===== config.mk =====
export PLATFORM = sky130hd
export DESIGN_NAME = board_history_ctrl
export DESIGN_NICKNAME = d
export VERILOG_FILES = /design/src/rtl/board_history_ctrl.sv
export SDC_FILE = /design/constraint.sdc
export NUM_CORES = 1
export LEC_CHECK = 0
export CORE_UTILIZATION = 56
export DETAILED_ROUTE_END_ITERATION = 16
export PLACE_DENSITY_LB_ADDON = 0.3
export SLEW_MARGIN = 0
export SYNTH_ARGS = -nofsm -noshare
export SYNTH_HDL_FRONTEND = slang
export SYNTH_SLANG_ARGS = --single-unit

===== constraint.sdc =====
create_clock -name Clk -period 6 [get_ports Clk]
set_input_delay 1.8 -clock Clk [delete_from_list [all_inputs] [get_ports Clk]]
set_output_delay 1.8 -clock Clk [all_outputs]
set_load 0.05 [all_outputs]

===== src/rtl/board_history_ctrl.sv =====
// Snapshot sequencer between the live 64-square board RAM and the history RAM:
// arbitrates commit/rewind/load/save requests and streams one square per cycle.
module board_history_ctrl #(
    parameter int SQ_W  = 4,
    parameter int DEPTH = 16,
    parameter int AW    = 4
) (
    input  logic            Clk,
    input  logic            reset_n,
    input  logic            req_commit,
    input  logic            req_rewind,
    input  logic            req_load,
    input  logic            req_save,
    output logic            ack_commit,
    output logic            ack_rewind,
    output logic            ack_load,
    output logic            ack_save,
    output logic            busy,
    output logic            done,
    output logic            err,
    output logic [AW:0]     hist_count,
    output logic            save_valid,
    output logic [5:0]      brd_addr,
    input  logic [SQ_W-1:0] brd_rd_data,
    output logic            brd_wr_en,
    output logic [SQ_W-1:0] brd_wr_data,
    output logic [AW+6:0]   hist_addr,
    input  logic [SQ_W-1:0] hist_rd_data,
    output logic            hist_wr_en,
    output logic [SQ_W-1:0] hist_wr_data
);

    typedef enum logic [1:0] {IDLE, COPY_OUT, COPY_IN, FINISH} state_t;
    typedef enum logic [1:0] {OP_COMMIT, OP_REWIND, OP_LOAD, OP_SAVE} op_t;

    localparam logic [AW-1:0] PTR_ONE   = {{(AW-1){1'b0}}, 1'b1};
    localparam logic [AW:0]   CNT_ONE   = {{AW{1'b0}}, 1'b1};
    localparam logic [AW:0]   HIST_FULL = {1'b1, {AW{1'b0}}};

    state_t        state;
    op_t           op;
    logic [6:0]    sq_idx_p0;
    logic          save_sel;
    logic [AW-1:0] slot;
    logic [AW-1:0] wr_ptr;

    logic          can_arb;
    logic          grant_vld;
    op_t           grant_op;
    logic          grant_refused;
    logic          grant_sel;
    logic [AW-1:0] grant_slot;

    function automatic logic [AW+6:0] hist_sq_addr(input logic sel, input logic [AW-1:0] slot_i,
                                                   input logic [5:0] sq);
        return {sel, slot_i, sq};
    endfunction

    // An ack cycle blinds the arbiter so a requester still holding its level is not re-granted.
    always_comb begin
        can_arb       = (state == IDLE || state == FINISH) &&
                        !(ack_commit | ack_rewind | ack_load | ack_save);
        grant_vld     = 1'b0;
        grant_op      = OP_COMMIT;
        if (can_arb) begin
            if (req_commit) begin
                grant_vld = 1'b1;
                grant_op  = OP_COMMIT;
            end else if (req_rewind) begin
                grant_vld = 1'b1;
                grant_op  = OP_REWIND;
            end else if (req_load) begin
                grant_vld = 1'b1;
                grant_op  = OP_LOAD;
            end else if (req_save) begin
                grant_vld = 1'b1;
                grant_op  = OP_SAVE;
            end
        end
        grant_refused = (grant_op == OP_REWIND && hist_count == '0) ||
                        (grant_op == OP_LOAD && !save_valid);
        grant_sel     = (grant_op == OP_LOAD || grant_op == OP_SAVE);
        grant_slot    = '0;
        if (grant_op == OP_COMMIT) begin
            grant_slot = wr_ptr;
        end else if (grant_op == OP_REWIND) begin
            grant_slot = wr_ptr - PTR_ONE;
        end
    end

    // Write data is the source RAM's read data, landing one cycle behind its address.
    assign brd_wr_data  = brd_wr_en  ? hist_rd_data : '0;
    assign hist_wr_data = hist_wr_en ? brd_rd_data  : '0;

    always_ff @(posedge Clk or negedge reset_n) begin
        if (!reset_n) begin
            state      <= IDLE;
            op         <= OP_COMMIT;
            sq_idx_p0  <= '0;
            save_sel   <= 1'b0;
            slot       <= '0;
            wr_ptr     <= '0;
            hist_count <= '0;
            save_valid <= 1'b0;
            ack_commit <= 1'b0;
            ack_rewind <= 1'b0;
            ack_load   <= 1'b0;
            ack_save   <= 1'b0;
            busy       <= 1'b0;
            done       <= 1'b0;
            err        <= 1'b0;
            brd_addr   <= '0;
            brd_wr_en  <= 1'b0;
            hist_addr  <= '0;
            hist_wr_en <= 1'b0;
        end else begin
            ack_commit <= 1'b0;
            ack_rewind <= 1'b0;
            ack_load   <= 1'b0;
            ack_save   <= 1'b0;
            err        <= 1'b0;
            done       <= 1'b0;
            unique case (state)
                IDLE, FINISH: begin
                    state <= IDLE;
                    if (grant_vld) begin
                        unique case (grant_op)
                            OP_COMMIT: ack_commit <= 1'b1;
                            OP_REWIND: ack_rewind <= 1'b1;
                            OP_LOAD:   ack_load   <= 1'b1;
                            OP_SAVE:   ack_save   <= 1'b1;
                        endcase
                        if (grant_refused) begin
                            err <= 1'b1;
                        end else begin
                            op        <= grant_op;
                            save_sel  <= grant_sel;
                            slot      <= grant_slot;
                            busy      <= 1'b1;
                            sq_idx_p0 <= '0;
                            if (grant_op == OP_COMMIT || grant_op == OP_SAVE) begin
                                state    <= COPY_OUT;
                                brd_addr <= '0;
                            end else begin
                                state     <= COPY_IN;
                                hist_addr <= hist_sq_addr(grant_sel, grant_slot, 6'd0);
                            end
                        end
                    end
                end
                COPY_OUT, COPY_IN: begin
                    if (sq_idx_p0 == 7'd64) begin
                        state      <= FINISH;
                        busy       <= 1'b0;
                        done       <= 1'b1;
                        brd_wr_en  <= 1'b0;
                        hist_wr_en <= 1'b0;
                        unique case (op)
                            OP_COMMIT: begin
                                wr_ptr <= wr_ptr + PTR_ONE;
                                if (hist_count != HIST_FULL) begin
                                    hist_count <= hist_count + CNT_ONE;
                                end
                            end
                            OP_REWIND: begin
                                wr_ptr     <= wr_ptr - PTR_ONE;
                                hist_count <= hist_count - CNT_ONE;
                            end
                            OP_LOAD:   hist_count <= '0;
                            OP_SAVE:   save_valid <= 1'b1;
                        endcase
                    end else begin
                        // read stage p0 addresses square sq_idx_p0+1; write stage lands square sq_idx_p0
                        sq_idx_p0 <= sq_idx_p0 + 7'd1;
                        if (state == COPY_OUT) begin
                            if (sq_idx_p0 != 7'd63) begin
                                brd_addr <= sq_idx_p0[5:0] + 6'd1;
                            end
                            hist_wr_en <= 1'b1;
                            hist_addr  <= hist_sq_addr(save_sel, slot, sq_idx_p0[5:0]);
                        end else begin
                            if (sq_idx_p0 != 7'd63) begin
                                hist_addr <= hist_sq_addr(save_sel, slot, sq_idx_p0[5:0] + 6'd1);
                            end
                            brd_wr_en <= 1'b1;
                            brd_addr  <= sq_idx_p0[5:0];
                        end
                    end
                end
                default: state <= IDLE;
            endcase
        end
    end

endmodule


==> results of run 1 <==
[kinds of logic (layout without fill, tap and decap cells)]
group | after synthesis | after routing | share of synthesized area
adder cells (fa/ha/maj) | 14 | 14 | 0.06384
XOR/XNOR | 15 | 15 | 0.04591
buffers and inverters | 34 | 81 | 0.05203
flip-flops | 52 | 52 | 0.4547
AO/OA/AOI/OAI | 72 | 72 | 0.1767
multiplexers | 5 | 5 | 0.01793
AND/OR/NAND/NOR | 106 | 106 | 0.1889
[flip-flops by register name, summed over array words and instances (netlist names), 2 cells and up]
name,cells
op,2
wr_ptr,4
hist_addr,11
sq_idx_p0,7
state,2
hist_count,5
brd_addr,6
slot,4
[power breakdown]
part           leakage, nW  internal (W)  switching, W
clock network       0.0503      0.000103      0.000109
logic                0.824      0.000344      0.000634
registers            0.676      0.000448     0.0000841
[cells in the final DEF, fill, tap and decap left out, drive strengths merged, types with 5 or more instances in the layout]
| cell | instances |
|---|---|
| nor2 | 29 |
| clkbuf | 7 |
| xor2 | 5 |
| clkdlybuf4s50 | 52 |
| dfrtp | 52 |
| nand3 | 9 |
| o21ai | 15 |
| nand2b | 6 |
| xnor2 | 10 |
| ha | 13 |
| o2bb2ai | 7 |
| nor3 | 8 |
| a21o | 6 |
| nand2 | 22 |
| and2 | 12 |
| inv | 20 |
| a21oi | 18 |
[critical path, cell delays in order]
cell and delay, ps:
clkdlybuf4s50_1 450, and2_1 120, clkdlybuf4s50_1 810
[per-stage QoR]
step	util	worst slack (ps)
2_1_floorplan	-	1988
3_3_place_gp	0.7068	1045
3_5_place_dp	0.7068	1027
4_1_cts	0.7268	1027
5_1_grt	0.7268	985.2
6_report	0.7268	1026
[per-layer routing]
metal | track usage | wire (um)
met5 | 0 | 0
met4 | 0.08761 | 146
met3 | 0.04801 | 291
met2 | 0.4516 | 3202
met1 | 0.3306 | 2689
[path summary, 6_finish.rpt]
path / startpoint / endpoint / slack (ps) / cells past startpoint
max: brd_rd_data[3] / hist_wr_data[3] / 1030 / 3
min: brd_addr[5]$_DFFE_PN0P_ / brd_addr[5]$_DFFE_PN0P_ / 480 / 1
max reg2reg: state[0]$_DFFE_PN0P_ / hist_addr[10]$_DFFE_PN0P_ / 2580 / 11
min reg2reg: brd_addr[5]$_DFFE_PN0P_ / brd_addr[5]$_DFFE_PN0P_ / 480 / 1
max in group asynchronous: reset_n / hist_count[3]$_DFFE_PN0P_ / 3970 / 2
min in group asynchronous: reset_n / brd_addr[4]$_DFFE_PN0P_ / 1600 / 2
[Yosys cell counts, types with 2 or more instances]
| master | n | share of area |
|---|---|---|
| a21o_1 | 6 | 0.016 |
| a21oi_1 | 17 | 0.030 |
| a221o_1 | 4 | 0.014 |
| a22o_1 | 3 | 0.0092 |
| a31oi_1 | 4 | 0.0087 |
| and2_1 | 11 | 0.024 |
| and3_1 | 4 | 0.0087 |
| buf_2 | 4 | 0.0070 |
| buf_6 | 2 | 0.0079 |
| clkbuf_1 | 7 | 0.0092 |
| dfrtp_1 | 52 | 0.45 |
| ha_1 | 13 | 0.057 |
| inv_1 | 20 | 0.026 |
| mux2i_1 | 4 | 0.014 |
| nand2_1 | 22 | 0.029 |
| nand2b_1 | 6 | 0.013 |
| nand3_1 | 9 | 0.016 |
| nand3b_1 | 2 | 0.0052 |
| nand4_1 | 2 | 0.0044 |
| nor2_1 | 28 | 0.037 |
| nor2b_1 | 3 | 0.0066 |
| nor3_1 | 8 | 0.014 |
| nor4_1 | 2 | 0.0044 |
| o21ai_0 | 15 | 0.026 |
| o22ai_1 | 2 | 0.0044 |
| o2bb2ai_1 | 7 | 0.021 |
| o31a_1 | 2 | 0.0061 |
| o31ai_1 | 3 | 0.0079 |
| xnor2_1 | 10 | 0.031 |
| xor2_1 | 5 | 0.015 |
[final cells by class]
type,instances,area share
clock buffers,7,0.02752
inverters,20,0.02144
multi-input cells,212,0.4031
flip-flops and latches,52,0.3717
well taps,67,0.02395
repair buffers,54,0.1523
==> results list, run 1 <==
* Wire length per cell: 15.36 um
- Synthesis instantiated 51 different standard cells from the library.
- Maximum number of pins on one net before global-route repair: 53
- Clock-pin slew was measured on the worst setup and hold paths at 90 ps.
- Number of nets in the layout: 373
- The initial antenna violation count is 0.
* Global-route wire length before repair: 10.87 mm
- The tree is rooted in a clkbuf_8.
- Once layout is done, the placed cells without fillers occupy 3501 um^2.
- In this run the cell area of the synthesized design comes to 2861 um^2.
- Total DRC errors in the routed layout: 0
* Worst slew margin relative to its limit: 0.5579
- When the netlist entered floorplanning its net count stood at 326.
- CTS sink count: 52
* Detailed-router iteration count before antenna repair: 5
- Across the run, the number of max-cap violations was 0.
* Endpoints failing setup: 0
- For the final database, setup skew stands at 8.798 ps.
* CP Launch Type: primary input
* Crit path arrival time: between 3000 and 4000 ps
* Total overflow reported by the global router: 0
- Of the synthesized area, sequential elements account for 0.4547.
- In the global route stage, overall resource usage came out at 0.2617.
- Asr flop ratio synth: 1.000
- Area enclosed by the die boundary: 5399 um^2
- Adding up every negative setup slack in the final design gives 0 ps.
- Pwr per Cell Area: 492.3 nW/um^2
- Compared with the post-synthesis result, the final layout area differs by 22.34%.
- Leading register cell type out of synthesis: dfrtp_1
- Floorplan die width: between 70 and 80 um
* Highest ir drop seen on vdd: between 0.2 and 0.25 mV
- # IOs: 54
* Area taken by flip-flops and latches: 1301 um^2
- The worst path needs 4974 ps of the cycle, external delays included.
- Buffers on Ports: 53
- The cell count after synthesis came out at 298.
- Hold timing on the final database bottoms out at a slack of 481.4 ps.
- The floorplan step defined a core boundary enclosing 4817 um^2.
- Counting flops with a built-in enable in the synthesized netlist gives 0.
- Final Hold Viols: 0
- The congestion estimate from routability-driven global placement came to a little under 0.9.
- Post-CTS timing repair inserted 0 buffers for setup.
- Initial Util: 0.5940
- Number of fill cells in the layout: 388
* Iteration-0 DRC Markers: between 150 and 200
* Static Leakage: 1.551 nW
- Total power draw: around 0.0017 W
- In the final layout, the share of cells above drive strength 1 is 0.04928.
- In this run the remaining antenna-violating nets after routing total 0.
* Antenna cell count: 0
- In this run, synthesis produced a sequential element count of 52.
- The max-slew violation total from the final report was 0.
- The placed instances occupy a cell area of 3405 um^2.
- Summing all multi-input logic gate instances after layout gives 1411 um^2.
- Worst path required time: 4200 ps
- Ratio of final minimum period to clock period: 0.8291
- Synthesis Warnings: 0
- Outcome: complete, no violations
- The worst hold path belongs to the class reg2reg.
- Once the clock tree was built, the resizer swapped 0 gates to a different size.
- The number of global-route vias before repair came to around 2400.
* Critical Path End Type: output pin
- The routed layout has around 2400 vias.
- Maximum level of the CTS H-tree: 2
* Standard-cell row count: 25
- For the worst-skew pair, the clock arrives at the later sink with an insertion delay of about 300 ps.
* Syn_area_per_cell: between 9 and 10 um^2
* Number of placed instances, taps included: between 400 and 500
- Critical setup path kind: in2out
- TritonCTS built the clock tree.
- Timing would allow up to 201.0 MHz.
- The final layout contains routed wiring with a total length of ~6.3 mm.
* Crit path max fanout: 1
- Inserted Clock Buffers: 5
- Detailed placement finished with a half-perimeter wire length of 4.662 mm.
* Clock buffer depth: 2
* Vert. Die Dim: 73.48 um
- Number of cells in the finished layout apart from fillers: 412
- Hold-fix buffers at CTS: 0
* Post-detailed-route via-to-cell ratio: 5.726
- For the pin with the worst max-slew slack, the measured transition is 663.1 ps.
* Unrepaired setup endpoints after global routing: false
(Power assumes the default switching activity.)
==> inputs of run 2 (changes only) <==
Settings changed: CORE_UTILIZATION 56 to 52.
Clock period 6 ns to 4.8 ns, I/O delays scaled along.
==> run 2 against run 1 <==
  * Global-route usage shrank 2.5 points
  * Sequential power grew 25%
  * Via count is 1.4% higher
  * Power grew 26%
  * Largest cell class unchanged
  * First-iteration DRC count fell by 29%
  * Core utilization is 5.1 points lower
  * Cell count up 0.97%
  * Non-clock buffer count unchanged
  * Setup slack worse by 490 ps
  * Critical path depth stayed put
  * Wire length down 1.5%
==> results list, run 2 (same netlist as run 1, synthesis figures left out) <==
- The run finished with clean final reports.
- In this run the cell area measured after placement is 3408 um^2.
- The tree built by TritonCTS fans out to 52 sinks.
- Maximum level of the CTS H-tree: 2
- Vias post-DR: 2393
- RePlAce Congestion: 0.8312
* # IOs: 54
- Hold-fix buffers at CTS: 0
* Pwr per Cell Area: 618.2 nW/um^2
* Count of final max-slew check failures: 0
- Clock-pin slew reported for the worst setup and hold paths after clock tree synthesis: 90 ps
* Global-route wire length before repair: 10.94 mm
- The detail route stage leaves a number of antenna-violating nets equal to 0.
* Total overflow reported by the global router: 0
- Reg-to-reg critical path startpoint: state[0]$_DFFE_PN0P_
- In the finished design, the share of the clock period the worst path needs comes to 0.8887.
- The initial antenna violation count is 0.
* Clock buffer depth: 2
* Minimum clock period: 4266 ps
* Gr usage total: 0.2363
* Endpoints failing setup: 0
- In the layout the commonest cells are 52 x dfrtp_1, 52 x clkdlybuf4s50_1, 28 x nor2_1.
* Number of fill cells in the layout: 407
- Depth of the worst hold-timing path: 1
- Across the VDD grid, the largest voltage drop is a little over 0.3 mV.
- The worst hold path belongs to the class reg2reg.
- Resize count post-CTS: 0
- In this run the post-CTS setup repair buffer count came out at 0.
- The worst setup path is of the in2out kind.
- At the pin with the least slew margin, the transition time is 661.4 ps.
* Maximum clock frequency: 234.4 MHz
* Fraction of layout cells with a size suffix above 1: 0.04913
* Origin of the worst min-delay path: hist_addr[2]$_DFFE_PN0P_
- Data on the critical path is required at its endpoint by 3360 ps.
- Buffers on Ports: 53
- Initial Util: 0.5498
- The number of antenna diodes in the final layout is 0.
- Area enclosed by the die boundary: 5803 um^2
* Wire length per cell: 14.99 um
- The detailed router finished its first iteration with 128 violations.
- Number of nets in the layout: about 370
- Cell count of the worst reg-to-reg path: 11
* Clock tree root buffer cell: clkbuf_8
- Total DRC errors in the routed layout: 0
* Max-Cap Viols: 0
- End of the worst register-to-register path: hist_addr[7]$_DFFE_PN0P_
- Largest registers: hist_addr x11, sq_idx_p0 x7, brd_addr x6
- The final layout contains routed wiring with a total length of 6.235 mm.
* Static Leakage: 1.556 nW
* Area added between synthesis and finish: 22.87%
- The worst setup path is launched from a primary input.
- Final Hold Viols: 0
- Number of global-route vias before repair: 2362
- Counting flops per register, the top entry is hist_addr.
* Detailed-router iteration count before antenna repair: 4
* Post-detailed-route via-to-cell ratio: around 5.8
- Crit path max fanout: 1
- For the worst-skew pair, the clock arrives at the later sink with an insertion delay of 310 ps.
* Standard-cell row count: 26
- Setup slack on the worst reg-to-reg path comes out at 1260 ps.
* Largest register FFs: 11
- The die is 76.18 um wide.
- Terminating pin of the worst hold path: hist_addr[2]$_DFFE_PN0P_
* Core region area: 5205 um^2
* Aggregate negative setup slack: 0 ps
- TritonCTS built the clock tree.
* Post-route design area: ~3500 um^2
- Across the routed clock network, the largest skew measured is 4.218 ps.
- Entering global routing, the biggest net connects 53 pins.
- Crit path arrival time: 2830 ps
- Setup repair after global routing left no endpoint under its margin.
* Vert. Die Dim: about 76 um
- The worst pin sits at a relative slew slack of 0.5550.
- In this run, CTS created clock tree buffers numbering 5.
* Hpwl dp: between 4 and 5 mm
- The worst setup path is captured at an output pin.
run 2: cell types whose count changed in the layout (fill, tap and decap cells not counted):
cell and delta:
clkbuf_1 +1, bufinv_16 +1, clkbuf_8 -2, clkinv_2 +1
run 2: power breakdown:
part	switching, W	internal (W)	leakage [nW]	total [W]
clock	0.000143	0.000155	0.0552	0.000298
combinational	0.000782	0.000430	0.824	0.00121
sequential	0.000104	0.000560	0.676	0.000664
run 2: layout make-up:
cell class	instances	area [um^2]	share of cell area
Multi-Input combinational cell	212	1411	0.4014
Clock inverter	2	35.03	0.009964
Timing Repair Buffer	54	533.0	0.1516
Tap cell	70	87.58	0.02491
Clock buffer	6	72.57	0.02064
Inverter	20	75.07	0.02135
Sequential cell	52	1301	0.3701
run 2: worst max-delay path: stages:
cell and delay [ps]:
clkdlybuf4s50_1 450, and2_1 130, clkdlybuf4s50_1 800
run 2: stage by stage:
step                        util  worst slack, ps  std cells  power [W]  hold slack [ps]
after floorplan                -             1431        298   0.001596            480.7
after global placement    0.6548            562.5        408   0.001854            460.3
after detailed placement  0.6548            514.6        408   0.001881            469.5
after CTS                 0.6755            514.6        416   0.002182            491.1
after global routing      0.6755            498.1        416   0.002334            513.9
final                     0.6755            534.5        416   0.002174            485.5
run 2: worst max path at each step:
stage	startpoint	end	slack, ps	depth (start not counted)
5_1_grt	hist_rd_data[0]	brd_wr_data[0]	500	3
2_1_floorplan	req_commit	hist_addr[7]$_DFFE_PN0P_	1430	10
4_1_cts	hist_rd_data[0]	brd_wr_data[0]	510	3
3_5_place_dp	hist_rd_data[0]	brd_wr_data[0]	510	3
3_3_place_gp	hist_rd_data[0]	brd_wr_data[0]	560	3
6_report	hist_rd_data[0]	brd_wr_data[0]	530	3
run 2: layer usage:
| metal | vias to the layer above | routed length (um) | track usage |
|---|---|---|---|
| met5 | - | 0 | 0 |
| met1 | 1178 | 2702 | 0.2872 |
| met2 | 68 | 3179 | 0.4255 |
| met3 | 10 | 274 | 0.04790 |
| li1 | 1137 | - | - |
| met4 | 0 | 79 | 0.06346 |
